--- src/rtl/spi_slave.sv ---
// spi_slave: SPI slave front end for the single-port RAM subsystem.
// Deserialises a command bit plus a (DATA_W+2)-bit word per SS_n frame,
// strobes the word to the RAM, and for read-data frames shifts the RAM's
// response out on MISO, MSB first.
module spi_slave #(
  parameter int DATA_W = 8
) (
  input  logic              clk,
  input  logic              rst_n,
  input  logic              MOSI,
  input  logic              SS_n,
  input  logic [DATA_W-1:0] tx_data,
  input  logic              tx_valid,
  output logic              MISO,
  output logic [DATA_W+1:0] rx_data,
  output logic              rx_valid
);

  typedef enum logic [2:0] {
    IDLE,
    CHK_CMD,
    WRITE,
    READ_ADD,
    READ_DATA
  } state_t;

  localparam int CNT_W = $clog2(DATA_W + 4);
  // Counter value on the edge that samples the last word bit.
  localparam logic [CNT_W-1:0] LAST_BIT = CNT_W'(DATA_W + 1);
  // Counter value on the RAM capture edge (tx_valid not looked at yet).
  localparam logic [CNT_W-1:0] CAPTURE  = CNT_W'(DATA_W + 2);
  // Counter value from which tx_valid is honoured.
  localparam logic [CNT_W-1:0] TX_PHASE = CNT_W'(DATA_W + 3);
  // Bits still to shift after the MSB has been driven.
  localparam logic [CNT_W-1:0] TX_LAST  = CNT_W'(DATA_W - 1);

  state_t            state;
  logic [DATA_W:0]   sr;
  logic [CNT_W-1:0]  cnt;
  logic              rd_addr_seen;
  logic [DATA_W-1:0] tx_sr;
  logic [CNT_W-1:0]  tx_cnt;
  logic              tx_busy;
  logic              tx_done;

  // Frame FSM: receive shift, RAM strobe, read alternation flag and MISO shifter.
  always_ff @(posedge clk or negedge rst_n) begin
    if (!rst_n) begin
      state        <= IDLE;
      sr           <= '0;
      cnt          <= '0;
      rd_addr_seen <= 1'b0;
      rx_data      <= '0;
      rx_valid     <= 1'b0;
      MISO         <= 1'b0;
      tx_sr        <= '0;
      tx_cnt       <= '0;
      tx_busy      <= 1'b0;
      tx_done      <= 1'b0;
    end else begin
      rx_valid <= 1'b0;
      if (state != IDLE && SS_n) begin
        // Frame ended (or aborted): drop any partial word and silence MISO.
        state   <= IDLE;
        MISO    <= 1'b0;
        tx_busy <= 1'b0;
      end else begin
        case (state)
          IDLE: begin
            MISO <= 1'b0;
            if (!SS_n) begin
              state   <= CHK_CMD;
              cnt     <= '0;
              sr      <= '0;
              tx_busy <= 1'b0;
              tx_done <= 1'b0;
            end
          end
          CHK_CMD: begin
            if (!MOSI)             state <= WRITE;
            else if (rd_addr_seen) state <= READ_DATA;
            else                   state <= READ_ADD;
          end
          default: begin
            if (cnt <= LAST_BIT) begin
              sr  <= {sr[DATA_W-1:0], MOSI};
              cnt <= cnt + 1'b1;
              if (cnt == LAST_BIT) begin
                rx_data  <= {sr, MOSI};
                rx_valid <= 1'b1;
                if (state == READ_ADD)       rd_addr_seen <= 1'b1;
                else if (state == READ_DATA) rd_addr_seen <= 1'b0;
              end
            end else if (cnt == CAPTURE) begin
              cnt <= TX_PHASE;
            end else if (state == READ_DATA) begin
              if (tx_busy) begin
                if (tx_cnt == TX_LAST) begin
                  MISO    <= 1'b0;
                  tx_busy <= 1'b0;
                  tx_done <= 1'b1;
                end else begin
                  MISO   <= tx_sr[DATA_W-1];
                  tx_sr  <= {tx_sr[DATA_W-2:0], 1'b0};
                  tx_cnt <= tx_cnt + 1'b1;
                end
              end else if (!tx_done && tx_valid) begin
                // Single load per frame; a lingering tx_valid is ignored later.
                MISO    <= tx_data[DATA_W-1];
                tx_sr   <= {tx_data[DATA_W-2:0], 1'b0};
                tx_cnt  <= '0;
                tx_busy <= 1'b1;
              end
            end
          end
        endcase
      end
    end
  end

endmodule

--- config.mk ---
export PLATFORM = sky130hd
export DESIGN_NAME = spi_slave
export DESIGN_NICKNAME = d
export VERILOG_FILES = /design/src/rtl/spi_slave.sv
export SDC_FILE = /design/constraint.sdc
export NUM_CORES = 1
export LEC_CHECK = 0
export CAP_MARGIN = 0
export CORE_ASPECT_RATIO = 0.8
export CORE_MARGIN = 2
export CORE_UTILIZATION = 50
export CTS_BUF_LIST = sky130_fd_sc_hd__clkbuf_2
export DETAILED_ROUTE_END_ITERATION = 8
export PLACE_DENSITY = 0.73
export SLEW_MARGIN = 20
export SYNTH_ARGS = -nofsm -noshare
export SYNTH_HDL_FRONTEND = slang
export SYNTH_SLANG_ARGS = --single-unit
--- constraint.sdc ---
create_clock -name clk -period 4.6 [get_ports clk]
set_input_delay 0.92 -clock clk [delete_from_list [all_inputs] [get_ports clk]]
set_output_delay 0.92 -clock clk [all_outputs]
set_load 0.01 [all_outputs]
Word level (Yosys, flattened, before mapping)
Cells that the tools add are included.
Operators by class
  magnitude comparators: 1
  add/sub/neg operators: 2
  mux-type cells: 47
  reduce and logical (&&, ||, !) cells: 25
  bitwise logic cells: 5
  equal/unequal tests: 14
Operators with widths (number)
  1-bit two-way mux: 26
  4-bit two-way mux: 6
  8-bit two-way mux: 3
  9-bit two-way mux: 2
  9-bit case mux with 2 select lines: 1
  5-bit AND reduction: 3
  3-bit two-way mux: 4
  4-bit AND reduction: 3
  2-bit nonzero test: 6
  3-bit nonzero test: 4
  4-bit by 1-bit adder with 4-bit output, second input constant: 2
  4-bit == test, second input constant: 2
  4-bit case mux with 2 select lines: 1
  8-bit AND reduction: 1
  7-bit AND reduction: 1
  2-bit != test, second input constant: 3
  3-bit by 2-bit != test with 1-bit output, second input constant: 2
  1-bit case mux with 2 select lines: 3
  3-bit case mux with 2 select lines: 1
  1-bit inverter: 5
  4-bit by 3-bit == test with 1-bit output, second input constant: 1
  4-bit less-or-equal comparator, second input constant: 1
  2-bit by 1-bit != test with 1-bit output, second input constant: 2
  4-bit nonzero test: 1
  other kinds (9): 10
Storage, ports and cells
  register bits: 43
  bits of input ports: 13

Longest topological paths before layout
Gate-level depths: netlist of the first run.
  word-level depth: 9
  gate-level depth with buffers: 8
  gate-level depth less buffers: 7

Worst setup path before layout of the first run
OpenSTA, ideal clock, no wires.
  kind: in2reg
  start point: input tx_valid
  end point: register tx_cnt[0]
  slack: 2.488 ns
  path buffers: 1
  arrival: 1.986 ns
  setup time: 0.125 ns
  stages on the path: 5
  path through: nor2b_1 -> o2111ai_4 -> nor3_4 -> buf_6 -> mux2_4
On the way
  word-level cells in the longest chain between the ends: 3
Ends and longest elaborated chain
  from (decl): RTL line 13  | input logic tx_valid,
  1-bit logical AND: RTL line 107  | end else if (!tx_done && tx_valid) begin
  2-bit nonzero test (no source line)
  7-bit AND reduction (no source line)
  to (signal assigned): RTL line 105  | tx_cnt <= tx_cnt + 1'b1;
  to (decl): RTL line 42  | logic [CNT_W-1:0] tx_cnt;
No other way between the ends.
A chain may end at the register's enable or synchronous reset.

Worst setup path after layout of the first run
  start point: input SS_n
  end point: register tx_sr[7]
On the way
  word-level cells in the longest chain between the ends: 3
Ends and longest elaborated chain
  from (decl): RTL line 11  | input logic SS_n,
  1-bit logical AND: RTL line 62  | if (state != IDLE && SS_n) begin
  1-bit inverter (no source line)
  7-bit AND reduction (no source line)
  to (signal assigned): RTL line 104  | tx_sr <= {tx_sr[DATA_W-2:0], 1'b0};
  to (signal assigned): RTL line 110  | tx_sr <= {tx_data[DATA_W-2:0], 1'b0};
  to (decl): RTL line 41  | logic [DATA_W-1:0] tx_sr;
No other way between the ends.

==> results.toml, run 1 <==
[outcome]
outcome = "finished clean"

[global_routing]
grt_pass1_vias = 1422
grt_max_degree = 43
grt_use_total = 0.1718
grt_pass1_wl_microns = 6596
overflow = 0
antenna_found_initial = 0

[clock_tree]
cts-resized-gates = 0
tritoncts = "built"
ctsHoldBuffers = 0
clockBufferDepth = 2
clk_latency_ns = 0.42
cts_buffers = 5
clkTransAtPathRegs_ns = 0.20
htreeDepth = 2
clock-sinks = 42
root_buffer = "clkbuf_2"
post_cts_buffers = 0

[worst_setup_path]
cp-end-kind = "register"
worstPathMaxFanout = 14
arrival_ns = 3.05
startpoint_type = "input port"
crit_required_ns = 4.91
critPathSlowestCell = "clkdlybuf4s50_1"
cpPeakStageDelay_ns = 0.66
crit_type = "in -> reg"
cp_cell_sequence = "clkdlybuf4s50_1, nor2b_1, nand2_2, nor3_4, mux2_2"

[layout]
syn_to_final_growth_pct = 13.09
final_util = 0.5808
nets = 234
diodes = 0
num-fill-cells = 386
drive_gt1_frac = 0.1567
final_cell_count_no_fill = 274

[placed_design]
dpl.cell_count = 266
dpl.hpwl_microns = 2512
place_congestion = 0.8508
io_buffers = 24

[power]
finalPower_w = 0.0007660
power.density_mw_per_mm2 = 317.7
ir_drop_mv = 0.1583
leakagePower_nw = 1.054

[drt]
routed-via-count = 1461
drtAntennaViolNets = 0
post-route-drc-count = 0
drt-pass1-iter-count = 4
wirelength_microns = 3685
drt-initial-drc-count = 81
drt-wirelength-per-cell_microns = 13.45
viasPerCell = 5.332

[sta]
finalCritPeriodShare = 0.5957
hold_ws_ns = 0.5050
maxSlewViolCount = 0
period_minus_slack_ns = 2.740
maxSlewHeadroom = 0.3995
fmax_mhz = 364.9
rsz0062_at_grt = "no"
worst_pin_slew_ns = 0.9008
hold_viol = 0
setup_viol = 0
fin_skew_ns = 0.02542
tns_ns = 0

[yosys]
ys.flop_type = "dfrtp_1"
synth_nets = 214
syn_area_sq_mm = 0.002132
synth_edf_count = 0
ys_seq_area_frac = 0.4930
synthCells = 196
syn_area_per_cell_sq_um = 10.88
yosysWarnings = 0
synth_cell_type_count = 44
ys_seq_elements = 42
ys_async_sr_fraction = 1.000

[floorplanning]
io_pins = 25
row_count = 21
start_util = 0.5136
core_area_sq_mm = 0.004151
fp.dieW_microns = 77.01
dieArea_sq_mm = 0.004806
die_h_microns = 62.41

[hold_path]
hold_class = "reg -> reg"

[job]
maxCapViolations = 0
[layout by cell type, fill, tap and decap left out, types with 2 or more instances in the layout]
cell type | Yosys | final
mux2i_1 | 2 | 2
nor3b_1 | 2 | 2
a31oi_1 | 4 | 4
o21ai_1 | 2 | 2
o21ai_0 | 17 | 17
mux2_4 | 7 | 7
nor2_1 | 7 | 7
dfrtp_1 | 42 | 42
o31ai_1 | 2 | 2
mux2_2 | 7 | 7
a21oi_1 | 5 | 5
nor2b_1 | 7 | 7
nand3b_1 | 2 | 2
nand3_1 | 9 | 9
nor3b_2 | 2 | 2
nand2_1 | 19 | 19
o41ai_1 | 2 | 2
ha_1 | 5 | 5
and3_1 | 2 | 2
a211o_1 | 2 | 2
nor3_1 | 4 | 4
clkdlybuf4s50_1 | 0 | 23
clkbuf_2 | 0 | 6
inv_1 | 15 | 15
[where the power goes]
| group | leakage [nW] | internal (W) | switching [W] |
|---|---|---|---|
| clock | 0.0310 | 0.0000402 | 0.000122 |
| combinational | 0.454 | 0.0000734 | 0.000105 |
| sequential | 0.569 | 0.000393 | 0.0000322 |
| total | 1.05 | 0.000507 | 0.000259 |
[cell usage after synthesis (all sizes together) (3+ instances only)]
cell | number | area share
dfrtp | 42 | 0.49
nand2 | 20 | 0.036
o21ai | 19 | 0.045
inv | 15 | 0.026
mux2 | 14 | 0.086
nand3 | 9 | 0.021
buf | 8 | 0.028
nor2 | 7 | 0.012
nor2b | 7 | 0.021
a21oi | 5 | 0.012
ha | 5 | 0.029
nor3 | 5 | 0.017
a31oi | 4 | 0.012
nor3b | 4 | 0.019
clkbuf | 3 | 0.0053
[flip-flops by register name (all words and copies together), names as in the netlist]
name and flops:
rx_data 10, sr 9, tx_sr 7, cnt 4, tx_cnt 4, state 3
MISO 1, rd_addr_seen 1, rx_valid 1, tx_busy 1, tx_done 1
[routing by layer]
| metal | global-route usage | wire length [microns] |
|---|---|---|
| met1 | 0.2300 | 1843 |
| met2 | 0.2664 | 1678 |
| met3 | 0.06214 | 148 |
| met4 | 0.04688 | 14 |
| met5 | 0 | 0 |
[cell families (layout without fill, tap and decap cells)]
logic type | count (synthesis) | after routing | synth area share
flip-flops | 42 | 42 | 0.4930
buffers and inverters | 26 | 47 | 0.05927
adder cells (fa/ha/maj) | 5 | 5 | 0.02934
multiplexers | 16 | 16 | 0.09566
AND/OR/NAND/NOR | 62 | 62 | 0.1661
AO/OA/AOI/OAI | 45 | 45 | 0.1567
[metrics by stage]
step / setup slack [ns] / area [sq um]
3_5_place_dp: 1.428 / 2369
5_1_grt: 1.791 / 2411
3_3_place_gp: 1.496 / 2369
6_report: 1.860 / 2411
4_1_cts: 1.884 / 2411
2_1_floorplan: 2.488 / 2132
[worst paths after layout]
kind	slack, ns	cells after the start	to	start
worst min-delay path	0.50	2	rx_data[0]$_DFFE_PN0P_	rx_data[0]$_DFFE_PN0P_
worst max-delay path	1.86	5	tx_sr[7]$_DFFE_PN0P_	SS_n
max in group asynchronous	3.44	1	tx_done$_DFFE_PN0P_	rst_n
min in group asynchronous	0.60	1	state[2]$_DFFE_PN0P_	rst_n
worst min register to register	0.50	2	rx_data[0]$_DFFE_PN0P_	rx_data[0]$_DFFE_PN0P_
worst max register to register	2.20	6	tx_sr[7]$_DFFE_PN0P_	cnt[1]$_DFFE_PN0P_
[critical path: cells and delay by family]
kind	cells	cell delay, ns
and+or+nand+nor	3	1.06
muxes	1	0.40
buffers and inverters	1	0.66
[final cells by class]
| cell class | instances | area, sq um | share of cell area |
|---|---|---|---|
| Clock buffer | 6 | 30.03 | 0.01245 |
| Clock inverter | 2 | 12.51 | 0.005189 |
| Inverter | 15 | 56.30 | 0.02335 |
| Multi-Input combinational cell | 128 | 954.7 | 0.3960 |
| Sequential cell | 42 | 1051 | 0.4359 |
| Tap cell | 57 | 71.32 | 0.02958 |
| Timing Repair Buffer | 24 | 235.2 | 0.09756 |
Note: power is estimated with default switching activity, not from simulation.
==> run 2: changes to the inputs <==
- clock period: 4.6 -> 2.75 ns (I/O delays scaled with it)
==> run 2 against run 1 <==
  * Critical path type is now reg -> reg
  * Clock power increased by 120%
  * Flip-flop and latch count unchanged
  * First-iteration DRC count decreased by 4.9%
  * Sequential power increased by 66%
  * Total power increased by 79%
==> results.toml, run 2 (synthesis gave the netlist of run 1 again) <==
[global_routing]
grt_use_total = 0.1695
overflow = 0
grt_pass1_wl_microns = 6486
antenna_found_initial = 0
grt_max_degree = 43
grt_pass1_vias = 1401

[drt]
drtAntennaViolNets = 0
drt-wirelength-per-cell_microns = 13.29
post-route-drc-count = 0
viasPerCell = 5.385
drt-initial-drc-count = 77
drt-pass1-iter-count = 4
routed-via-count = 1497
wirelength_microns = 3696

[clock_tree]
post_cts_buffers = 0
tritoncts = "built"
root_buffer = "clkbuf_2"
htreeDepth = 2
cts-resized-gates = 0
ctsHoldBuffers = 0
clkTransAtPathRegs_ns = 0.22
clk_latency_ns = 0.41
clockBufferDepth = 2
clock-sinks = 42
cts_buffers = 5

[sta]
hold_viol = 0
worst_pin_slew_ns = 0.9072
maxSlewViolCount = 0
period_minus_slack_ns = 2.266
hold_ws_ns = 0.2274
fmax_mhz = 441.4
maxSlewHeadroom = 0.3952
rsz0062_at_grt = "no"
setup_viol = 0
fin_skew_ns = 0.03101
finalCritPeriodShare = 0.8238
tns_ns = 0

[layout]
syn_to_final_growth_pct = 15.67
seq_area_sq_mm = 0.001051
multi_input_area_sq_um = 954.7
nets = 238
layout_common_cells = "42 x dfrtp_1, 23 x clkdlybuf4s50_1, 19 x nand2_1"
largest_reg_flops = 10
drive_gt1_frac = 0.1765
final_common_cell = "dfrtp_1"
diodes = 0
final_cell_count_no_fill = 278
reg_top3 = "rx_data: 10 flops, sr: 9 flops, tx_sr: 7 flops"
largest-register = "rx_data"
num-fill-cells = 377
design_area_sq_mm = 0.002466

[power]
finalPower_w = 0.001367
leakagePower_nw = 1.081
power.density_mw_per_mm2 = 554.4
ir_drop_mv = 0.3083

[placed_design]
dpl.cell_count = 270
post_dp_cell_area_sq_mm = 0.002399
io_buffers = 24
dpl.hpwl_microns = 2595
place_congestion = 0.7906

[worst_setup_path]
crit_type = "reg -> reg"
cpPeakStageDelay_ns = 0.46
crit_required_ns = 3.07
critPathSlowestCell = "dfrtp_1"
cp-end-kind = "register"
cp_cell_sequence = "inv_1, ha_1, o21bai_4, o2111ai_4, nor3_4, buf_4, mux2_4"
path_delay_family = "flip-flops"
arrival_ns = 2.59
startpoint_type = "register"
critPathBufInv = 2
worstPathMaxFanout = 7

[floorplanning]
die_h_microns = 62.41
fp.dieW_microns = 77.01
start_util = 0.5136
row_count = 21
core_area_sq_mm = 0.004151
io_pins = 25
dieArea_sq_mm = 0.004806

[job]
maxCapViolations = 0

[hold_path]
hold_class = "in -> async"

[outcome]
outcome = "finished clean"
run 2: cell types whose count changed in the layout (fill, tap and decap cells not counted), sizes merged:
cell / previous run / this run
bufinv: 0 / 1
clkinv: 1 / 0
buf: 1 / 5
clkinvlp: 0 / 1
inv: 16 / 15
run 2: metrics by stage:
| stage | worst slack (ns) | utilization |
|---|---|---|
| 2_1_floorplan | 0.8445 | - |
| 3_3_place_gp | 0.3089 | 0.5778 |
| 3_5_place_dp | 0.2853 | 0.5778 |
| 4_1_cts | 0.4694 | 0.5940 |
| 5_1_grt | 0.3500 | 0.5940 |
| 6_report | 0.4844 | 0.5940 |
run 2: worst paths after layout:
| path | slack [ns] | cells after the start | to | start |
|---|---|---|---|---|
| max | 0.48 | 7 | tx_sr[3]$_DFFE_PN0P_ | cnt[1]$_DFFE_PN0P_ |
| min | 0.23 | 1 | cnt[3]$_DFFE_PN0P_ | rst_n |
| max reg2reg | 0.48 | 7 | tx_sr[3]$_DFFE_PN0P_ | cnt[1]$_DFFE_PN0P_ |
| min reg2reg | 0.49 | 2 | sr[2]$_DFFE_PN0P_ | sr[1]$_DFFE_PN0P_ |
| max in group asynchronous | 1.94 | 1 | sr[1]$_DFFE_PN0P_ | rst_n |
| min in group clk | 0.49 | 2 | sr[2]$_DFFE_PN0P_ | sr[1]$_DFFE_PN0P_ |
run 2: worst register-to-register path: stages, from the launching register on:
cell	delay, ns
dfrtp_1	0.46
inv_1	0.08
ha_1	0.25
o21bai_4	0.25
o2111ai_4	0.21
nor3_4	0.38
buf_4	0.24
mux2_4	0.31
run 2: final cells by class:
cell class | instances | area share
clock buffer | 6 | 0.01218
clock inverter | 2 | 0.01522
inverter | 15 | 0.02283
multi-input combinational | 128 | 0.3871
sequential | 42 | 0.4262
tap | 57 | 0.02892
timing repair buffer | 28 | 0.1076
run 2: per-layer routing:
layer,vias up,part of all wire,global-route usage
li1,739,-,-
met1,723,0.50,0.2464
met2,30,0.45,0.2445
met3,5,0.042,0.03902
met4,0,0.010,0.07366
met5,-,0,0
run 2: where the power goes:
part           total [W]  leakage, nW  internal [W]  switching (W)
registers       0.000707        0.569      0.000658      0.0000492
clock network   0.000362       0.0392      0.000157       0.000205
logic           0.000297        0.473      0.000126       0.000172
total            0.00137         1.08      0.000941       0.000426
